--- config.mk ---
export PLATFORM = sky130hd
export DESIGN_NAME = mult_32bit_seq_flat
export DESIGN_NICKNAME = d
export VERILOG_FILES = /design/src/rtl/mult_32bit_seq_pkg.sv /design/src/rtl/mult_32bit_seq_if.sv /design/src/rtl/alu_32bit.sv /design/src/rtl/mult_32bit_seq.sv /design/src/flat_wrapper.sv
export SDC_FILE = /design/constraint.sdc
export NUM_CORES = 1
export LEC_CHECK = 0
export ABC_AREA = 1
export CAP_MARGIN = 20
export CELL_PAD_IN_SITES_DETAIL_PLACEMENT = 1
export CELL_PAD_IN_SITES_GLOBAL_PLACEMENT = 1
export CORE_MARGIN = 2
export CORE_UTILIZATION = 38
export DETAILED_ROUTE_END_ITERATION = 16
export PLACE_DENSITY = 0.89
export SETUP_SLACK_MARGIN = 0.05
export SLEW_MARGIN = 20
export SYNTH_ARGS = -nofsm -noshare
export SYNTH_HDL_FRONTEND = slang
export SYNTH_SLANG_ARGS = --single-unit
--- constraint.sdc ---
create_clock -name clk -period 2.2 [get_ports clk]
set_input_delay 0.44 -clock clk [delete_from_list [all_inputs] [get_ports clk]]
set_output_delay 0.44 -clock clk [all_outputs]
set_load 0.01 [all_outputs]
--- src/rtl/mult_32bit_seq_pkg.sv ---
// -----------------------------------------------------------------------------
// mult_32bit_seq_pkg
// Shared constants and types for the sequential shift-add multiplier and the
// 32-bit ALU it drives.
//   N            : operand width (fixed at 32 to match alu_32bit)
//   ALU_*        : ALU op codes understood by alu_32bit
//   ITER_COUNT   : shift-add iterations per multiply (one per multiplier bit)
//   state_t      : multiplier FSM encoding
// -----------------------------------------------------------------------------
package mult_32bit_seq_pkg;

    localparam int N = 32;

    localparam logic [2:0] ALU_ADD = 3'b000;
    localparam logic [2:0] ALU_SLT = 3'b100;
    localparam logic [2:0] ALU_OR  = 3'b111;

    localparam int ITER_COUNT = 32;
    localparam int CNT_W      = $clog2(ITER_COUNT);
    // Counter value seen on the final iteration.
    localparam logic [CNT_W-1:0] CNT_LAST = CNT_W'(ITER_COUNT - 1);

    typedef enum logic [1:0] {
        IDLE = 2'd0,
        CALC = 2'd1,
        DONE = 2'd2
    } state_t;

endpackage

--- src/rtl/mult_32bit_seq_if.sv ---
// -----------------------------------------------------------------------------
// mult_32bit_seq_if
// Start/done handshake between the controller (master) and the multiply unit
// (slave).
//   start         controller -> unit  request, sampled only while idle
//   multiplicand  controller -> unit  operand M
//   multiplier    controller -> unit  operand Q
//   abort         controller -> unit  cancel a running multiply
//                                     (only when MULT_ABORT_EN is defined)
//   product       unit -> controller  64-bit result
//   busy          unit -> controller  unit not idle
//   done          unit -> controller  one-cycle pulse, product valid
// Optional feature macro: MULT_ABORT_EN
// -----------------------------------------------------------------------------
interface mult_32bit_seq_if;
    import mult_32bit_seq_pkg::*;

    logic           start;
    logic [N-1:0]   multiplicand;
    logic [N-1:0]   multiplier;
`ifdef MULT_ABORT_EN
    logic           abort;
`endif
    logic [2*N-1:0] product;
    logic           busy;
    logic           done;

    modport master (
        output start, multiplicand, multiplier,
`ifdef MULT_ABORT_EN
        output abort,
`endif
        input  product, busy, done
    );

    modport slave (
        input  start, multiplicand, multiplier,
`ifdef MULT_ABORT_EN
        input  abort,
`endif
        output product, busy, done
    );

endinterface

--- src/rtl/alu_32bit.sv ---
// -----------------------------------------------------------------------------
// alu_32bit
// Combinational 32-bit ALU of the Hw4 datapath.
//   a, b   : operands
//   Aluop  : ALU_ADD (a+b+cin), ALU_SLT (signed a<b), ALU_OR (a|b)
//   cin    : carry in for ALU_ADD
//   R      : result
//   cout   : carry out of ALU_ADD
//   S      : sign of R
//   V      : signed overflow of ALU_ADD
// -----------------------------------------------------------------------------
module alu_32bit
    import mult_32bit_seq_pkg::*;
(
    input  logic [N-1:0] a,
    input  logic [N-1:0] b,
    input  logic [2:0]   Aluop,
    input  logic         cin,
    output logic [N-1:0] R,
    output logic         cout,
    output logic         S,
    output logic         V
);

    logic [N:0] sum;

    assign sum = {1'b0, a} + {1'b0, b} + (N+1)'(cin);

    always_comb begin
        // NOTE: every output gets a default first so no path through the case
        // leaves one unassigned, which would otherwise infer a latch.
        R    = '0;
        cout = 1'b0;
        V    = 1'b0;
        case (Aluop)
            ALU_ADD: begin
                {cout, R} = sum;
                V = (a[N-1] == b[N-1]) && (sum[N-1] != a[N-1]);
            end
            ALU_SLT: R = {{(N-1){1'b0}}, ($signed(a) < $signed(b))};
            ALU_OR:  R = a | b;
            default: R = '0;
        endcase
        S = R[N-1];
    end

endmodule

--- src/rtl/mult_32bit_seq.sv ---
// -----------------------------------------------------------------------------
// mult_32bit_seq
// Sequential 32x32 unsigned shift-add multiplier. Each CALC cycle the ALU adds
// the multiplicand to the accumulator (upper half of p_reg); the sum and its
// carry are kept or discarded depending on the current multiplier LSB, and the
// whole product register shifts right by one.
//   clk      : clock, rising edge
//   reset_n  : asynchronous active-low reset
//   bus      : slave side of mult_32bit_seq_if (start/operands in,
//              product/busy/done out, abort in with MULT_ABORT_EN)
// Optional feature macro: MULT_ABORT_EN (adds abort of a running multiply)
// -----------------------------------------------------------------------------
module mult_32bit_seq
    import mult_32bit_seq_pkg::*;
(
    input  logic          clk,
    input  logic          reset_n,
    mult_32bit_seq_if.slave bus
);

    state_t           state, state_nxt;
    logic [N-1:0]     m_reg, m_nxt;
    logic [2*N-1:0]   p_reg, p_nxt;
    logic [CNT_W-1:0] cnt, cnt_nxt;

    logic [N-1:0]     alu_r;
    logic             alu_cout;
    logic             alu_s_unused;
    logic             alu_v_unused;

    // Accumulator plus multiplicand; only the add op is ever requested.
    alu_32bit u_alu (
        .a     (p_reg[2*N-1:N]),
        .b     (m_reg),
        .Aluop (ALU_ADD),
        .cin   (1'b0),
        .R     (alu_r),
        .cout  (alu_cout),
        .S     (alu_s_unused),
        .V     (alu_v_unused)
    );

    always_ff @(posedge clk or negedge reset_n) begin
        if (!reset_n) begin
            state <= IDLE;
            m_reg <= '0;
            p_reg <= '0;
            cnt   <= '0;
        end else begin
            // NOTE: non-blocking assignments so every register samples the
            // pre-edge values, independent of statement order.
            state <= state_nxt;
            m_reg <= m_nxt;
            p_reg <= p_nxt;
            cnt   <= cnt_nxt;
        end
    end

    always_comb begin
        state_nxt = state;
        m_nxt     = m_reg;
        p_nxt     = p_reg;
        cnt_nxt   = cnt;
        case (state)
            IDLE: begin
                if (bus.start) begin
                    m_nxt     = bus.multiplicand;
                    p_nxt     = {{N{1'b0}}, bus.multiplier};
                    cnt_nxt   = '0;
                    state_nxt = CALC;
                end
            end
            CALC: begin
`ifdef MULT_ABORT_EN
                // Abort takes priority, including over the final iteration.
                if (bus.abort) begin
                    p_nxt     = '0;
                    cnt_nxt   = '0;
                    state_nxt = IDLE;
                end else
`endif
                begin
                    // Carry out of the add becomes the new MSB after the shift.
                    if (p_reg[0]) p_nxt = {alu_cout, alu_r, p_reg[N-1:1]};
                    else          p_nxt = {1'b0, p_reg[2*N-1:1]};
                    cnt_nxt = cnt + 1'b1;
                    if (cnt == CNT_LAST) state_nxt = DONE;
                end
            end
            DONE:    state_nxt = IDLE;
            default: state_nxt = IDLE;
        endcase
    end

    assign bus.product = p_reg;
    assign bus.busy    = (state != IDLE);
    assign bus.done    = (state == DONE);

endmodule

--- src/flat_wrapper.sv ---
// flat-port wrapper written by rule: the top's interface ports become plain ports
module mult_32bit_seq_flat import mult_32bit_seq_pkg::*;
  (clk, reset_n, bus_start, bus_multiplicand, bus_multiplier, bus_product, bus_busy, bus_done);
  mult_32bit_seq_if bus_i ();
  input  logic clk;
  input  logic reset_n;
  input wire logic [$bits(bus_i.start)-1:0] bus_start;
  input wire logic [$bits(bus_i.multiplicand)-1:0] bus_multiplicand;
  input wire logic [$bits(bus_i.multiplier)-1:0] bus_multiplier;
  output wire logic [$bits(bus_i.product)-1:0] bus_product;
  output wire logic [$bits(bus_i.busy)-1:0] bus_busy;
  output wire logic [$bits(bus_i.done)-1:0] bus_done;
  assign bus_i.start = bus_start;
  assign bus_i.multiplicand = bus_multiplicand;
  assign bus_i.multiplier = bus_multiplier;
  assign bus_product = bus_i.product;
  assign bus_busy = bus_i.busy;
  assign bus_done = bus_i.done;
  mult_32bit_seq u_core (.clk(clk), .reset_n(reset_n), .bus(bus_i));
endmodule
==> impl_metrics.env <==
export IMPL_status="complete, no violations"
export IMPL_cp_max_fo=4
export IMPL_r2r_start="u_core.bus.product[32]"
export IMPL_synth_seq_cells=103
export IMPL_slew_headroom_pct=70.3
export IMPL_drt_iter0_markers=233
export IMPL_hold_buffers=0
export IMPL_critPathCapture="u_core.bus.product[43]"
export IMPL_cts_root_buffer="clkbuf_16"
export IMPL_ant_nets=0
export IMPL_synth_fa_ha_area_share_pct=6.51
export IMPL_fin_nets=1189
export IMPL_post_route_util_pct=50.5
export IMPL_grt_pass1_vias=7179
export IMPL_yosys_area_share_simple_pct=26.0
export IMPL_clock_fmax_ghz=0.489
export IMPL_gp_congestion=0.914
export IMPL_slowest_stage="dfrtp_1"
export IMPL_coreArea_um2=17800
export IMPL_core_rowCount=49
export IMPL_netlist_area_um2=6850
export IMPL_finalHoldViolations=0
export IMPL_cpMostUsedCell="nand3_2"
export IMPL_cts_buffers=9
export IMPL_io_buffers=132
export IMPL_vias=6799
export IMPL_tightest_slew_ns=0.445
export IMPL_finalMaxSlewViolations=0
export IMPL_cts_tree="done"
export IMPL_diodes=0
export IMPL_syn_area_per_cell_um2=7.17
export IMPL_synth_top_family_by_area="simple AND/OR/NAND/NOR gates"
export IMPL_die_h_um=138
export IMPL_fillers=2211
export IMPL_synth_cells=955
export IMPL_track_usage_pct=23.4
export IMPL_setup_viol=0
export IMPL_largest_reg_flops=64
export IMPL_setup_tns_ns=0
export IMPL_synth_warnings=0
export IMPL_dp_hpwl_um=16800
export IMPL_synth_mux_area_share_pct=5.26
export IMPL_crit_chain="ha_4, fa_2, nand3_1, nand3_2, nand3_2, nand3_4, xor2_2, nor2_2, o22ai_2"
export IMPL_period_needed_ns=2.04
export IMPL_first_pass_iters=4
export IMPL_area_delta_synth_final_pct=31.6
export IMPL_ys_types=32
export IMPL_cpPeakStageDelay_ns=0.42
export IMPL_critPathArrivalTime_ns=2.27
export IMPL_clk_latency_ns=0.36
export IMPL_drive_above_1_share_pct=13.6
export IMPL_die_w_um=138
export IMPL_r2r_worst_path_cells=9
export IMPL_hp_class="input port to asynchronous set/reset pin"
export IMPL_rsz0062_at_grt="true"
export IMPL_via_per_inst=5.15
export IMPL_wl_per_cell_um=17.1
export IMPL_r2r_end="u_core.bus.product[43]"
export IMPL_synth_compound_area_share_pct=11.4
export IMPL_crit_path_end_kind="flip-flop"
export IMPL_io_pins=133
export IMPL_crit_path_start_kind="flip-flop"
export IMPL_grt_max_degree=42
export IMPL_grt_pass1_wl_um=36600
export IMPL_drc=0
export IMPL_wirelength_um=22600
export IMPL_dieArea_um2=19100
export IMPL_start_util_pct=38.4
export IMPL_grt_antenna_before_repair=0
export IMPL_clockBufferDepth=2
export IMPL_maxCapViolCount=0
export IMPL_cts_clk_slew_worst_paths_ns=0.08
export IMPL_syn_nets=1057
export IMPL_finalCritPeriodShare_pct=92.9
export IMPL_yosysSeqAreaShare_pct=37.7
export IMPL_cts_htree_levels=3
export IMPL_required_ns=2.42
export IMPL_r2r_setup_slack_ns=0.16
export IMPL_skew_ns=0.00849
export IMPL_crit_start="u_core.bus.product[32]"
export IMPL_synthXorXnorAreaFrac_pct=1.66
export IMPL_cts_sinks=103
export IMPL_crit_type="flip-flop to flip-flop"
export IMPL_grt_overflow_total=0
[critical path: cells and delay by family (launching register included)]
kind                       cells  cell delay [ns]
AOI/OAI and AO/OA              1             0.11
xor gates and xnor gates       1             0.18
adders and majority gates      2             0.61
DFF                            1             0.42
and+or+nand+nor                5             0.59
[routing by layer]
metal / wire, um / GRT usage (%) / vias to the layer above / share of wire [%]
li1: - / - / 3260 / -
met1: 10000 / 30.1 / 3353 / 44
met2: 11100 / 40.3 / 155 / 49
met3: 1150 / 4.68 / 31 / 5.1
met4: 353 / 6.55 / 0 / 1.6
met5: 0 / 0 / - / 0
[cells by family after synthesis]
| group | after synthesis |
|---|---|
| adders and majority gates | 35 |
| and+or+nand+nor | 426 |
| xor gates and xnor gates | 13 |
| buffers and inverters | 206 |
| AOI/OAI and AO/OA | 140 |
| muxes | 32 |
| DFF | 103 |
[how the worst min path moves through the flow]
stage | start | endpoint | slack [ns] | cells past startpoint
final | reset_n | u_core.m_reg[18] | 0.02 | 1
after global routing | reset_n | u_core.m_reg[18] | 0.06 | 1
after CTS | reset_n | u_core.m_reg[17] | 0.04 | 1
after detailed placement | reset_n | u_core.m_reg[18] | 0.41 | 1
after global placement | reset_n | u_core.m_reg[18] | 0.42 | 1
after floorplan | reset_n | u_core.bus.product[0] | 0.14 | 0
[synth_stat cells]
cell type | number | area (um2)
clkbuf_1 | 11 | 41.3
a21oi_1 | 64 | 320
inv_1 | 172 | 646
o22ai_1 | 35 | 219
a21o_1 | 1 | 7.51
ha_1 | 34 | 425
clkinv_1 | 1 | 3.75
a21oi_2 | 2 | 17.5
nand3_1 | 44 | 220
a22o_1 | 2 | 17.5
xor2_1 | 13 | 114
a2bb2oi_1 | 1 | 8.76
buf_4 | 1 | 7.51
buf_1 | 3 | 11.3
and2_1 | 3 | 18.8
dfrtp_1 | 103 | 2580
fa_1 | 1 | 20.0
o31ai_1 | 1 | 7.51
inv_2 | 6 | 22.5
o21ai_0 | 22 | 110
nor2_1 | 69 | 259
nand4_1 | 1 | 6.26
nand3_2 | 3 | 30.0
nand2_2 | 15 | 93.8
nor2_2 | 12 | 75.1
o21ai_2 | 3 | 26.3
nor3_2 | 3 | 30.0
buf_2 | 12 | 60.1
o21ai_1 | 9 | 45.0
nand3b_1 | 2 | 15.0
mux2_2 | 32 | 360
nand2_1 | 274 | 1030
[final cells by class]
cell class	count	area [um2]	share of cell area, %
repair buffers	148	1500	16.7
multi-input cells	646	3680	40.9
clock inverters	6	58.8	0.653
inverters	179	672	7.46
flip-flops and latches	103	2580	28.6
clock buffers	10	229	2.54
well taps	229	287	3.18
[stage by stage]
step / hold slack, ns / area (um2) / instances / worst slack (ns)
2_1_floorplan: 0.144 / 6850 / 955 / 0.267
3_3_place_gp: 0.418 / 8510 / 1304 / 0.115
3_5_place_dp: 0.412 / 8510 / 1304 / 0.0346
4_1_cts: 0.0389 / 8800 / 1320 / 0.0609
5_1_grt: 0.0584 / 9010 / 1321 / 0.0195
6_report: 0.0221 / 9010 / 1321 / 0.156
[layout by cell type, fill, tap and decap left out, types with 2 or more instances in the layout]
cell and count:
ha_2 11, nand2_2 23, a21oi_1 59, inv_8 3, nor2_2 13, nor2_1 68
o21ai_1 9, a22o_1 2, inv_2 6, nor3_2 3, inv_1 172, buf_12 5
o21ai_2 3, and2_1 3, xor2_1 12, clkbuf_16 9, ha_4 8, o21ai_0 22
nand2_1 266, mux2_2 32, nand3_1 41, dfrtp_1 102, nand3b_1 2, nand3_2 5
a21oi_2 7, ha_1 15, inv_6 2, buf_4 12, o22ai_1 34, clkdlybuf4s50_1 131
[what timing repair did]
action / CTS / global route
gates resized for setup: 2 / 40
endpoints found under the hold margin: 0 / 0
buffers inserted: 0 / 1
pin swaps: 0 / 5
setup endpoints to repair: 4 / 17
Power is left out: the tool's default activity adds up to more than one toggle a clock period on the data nets, which glitch-free logic cannot reach.
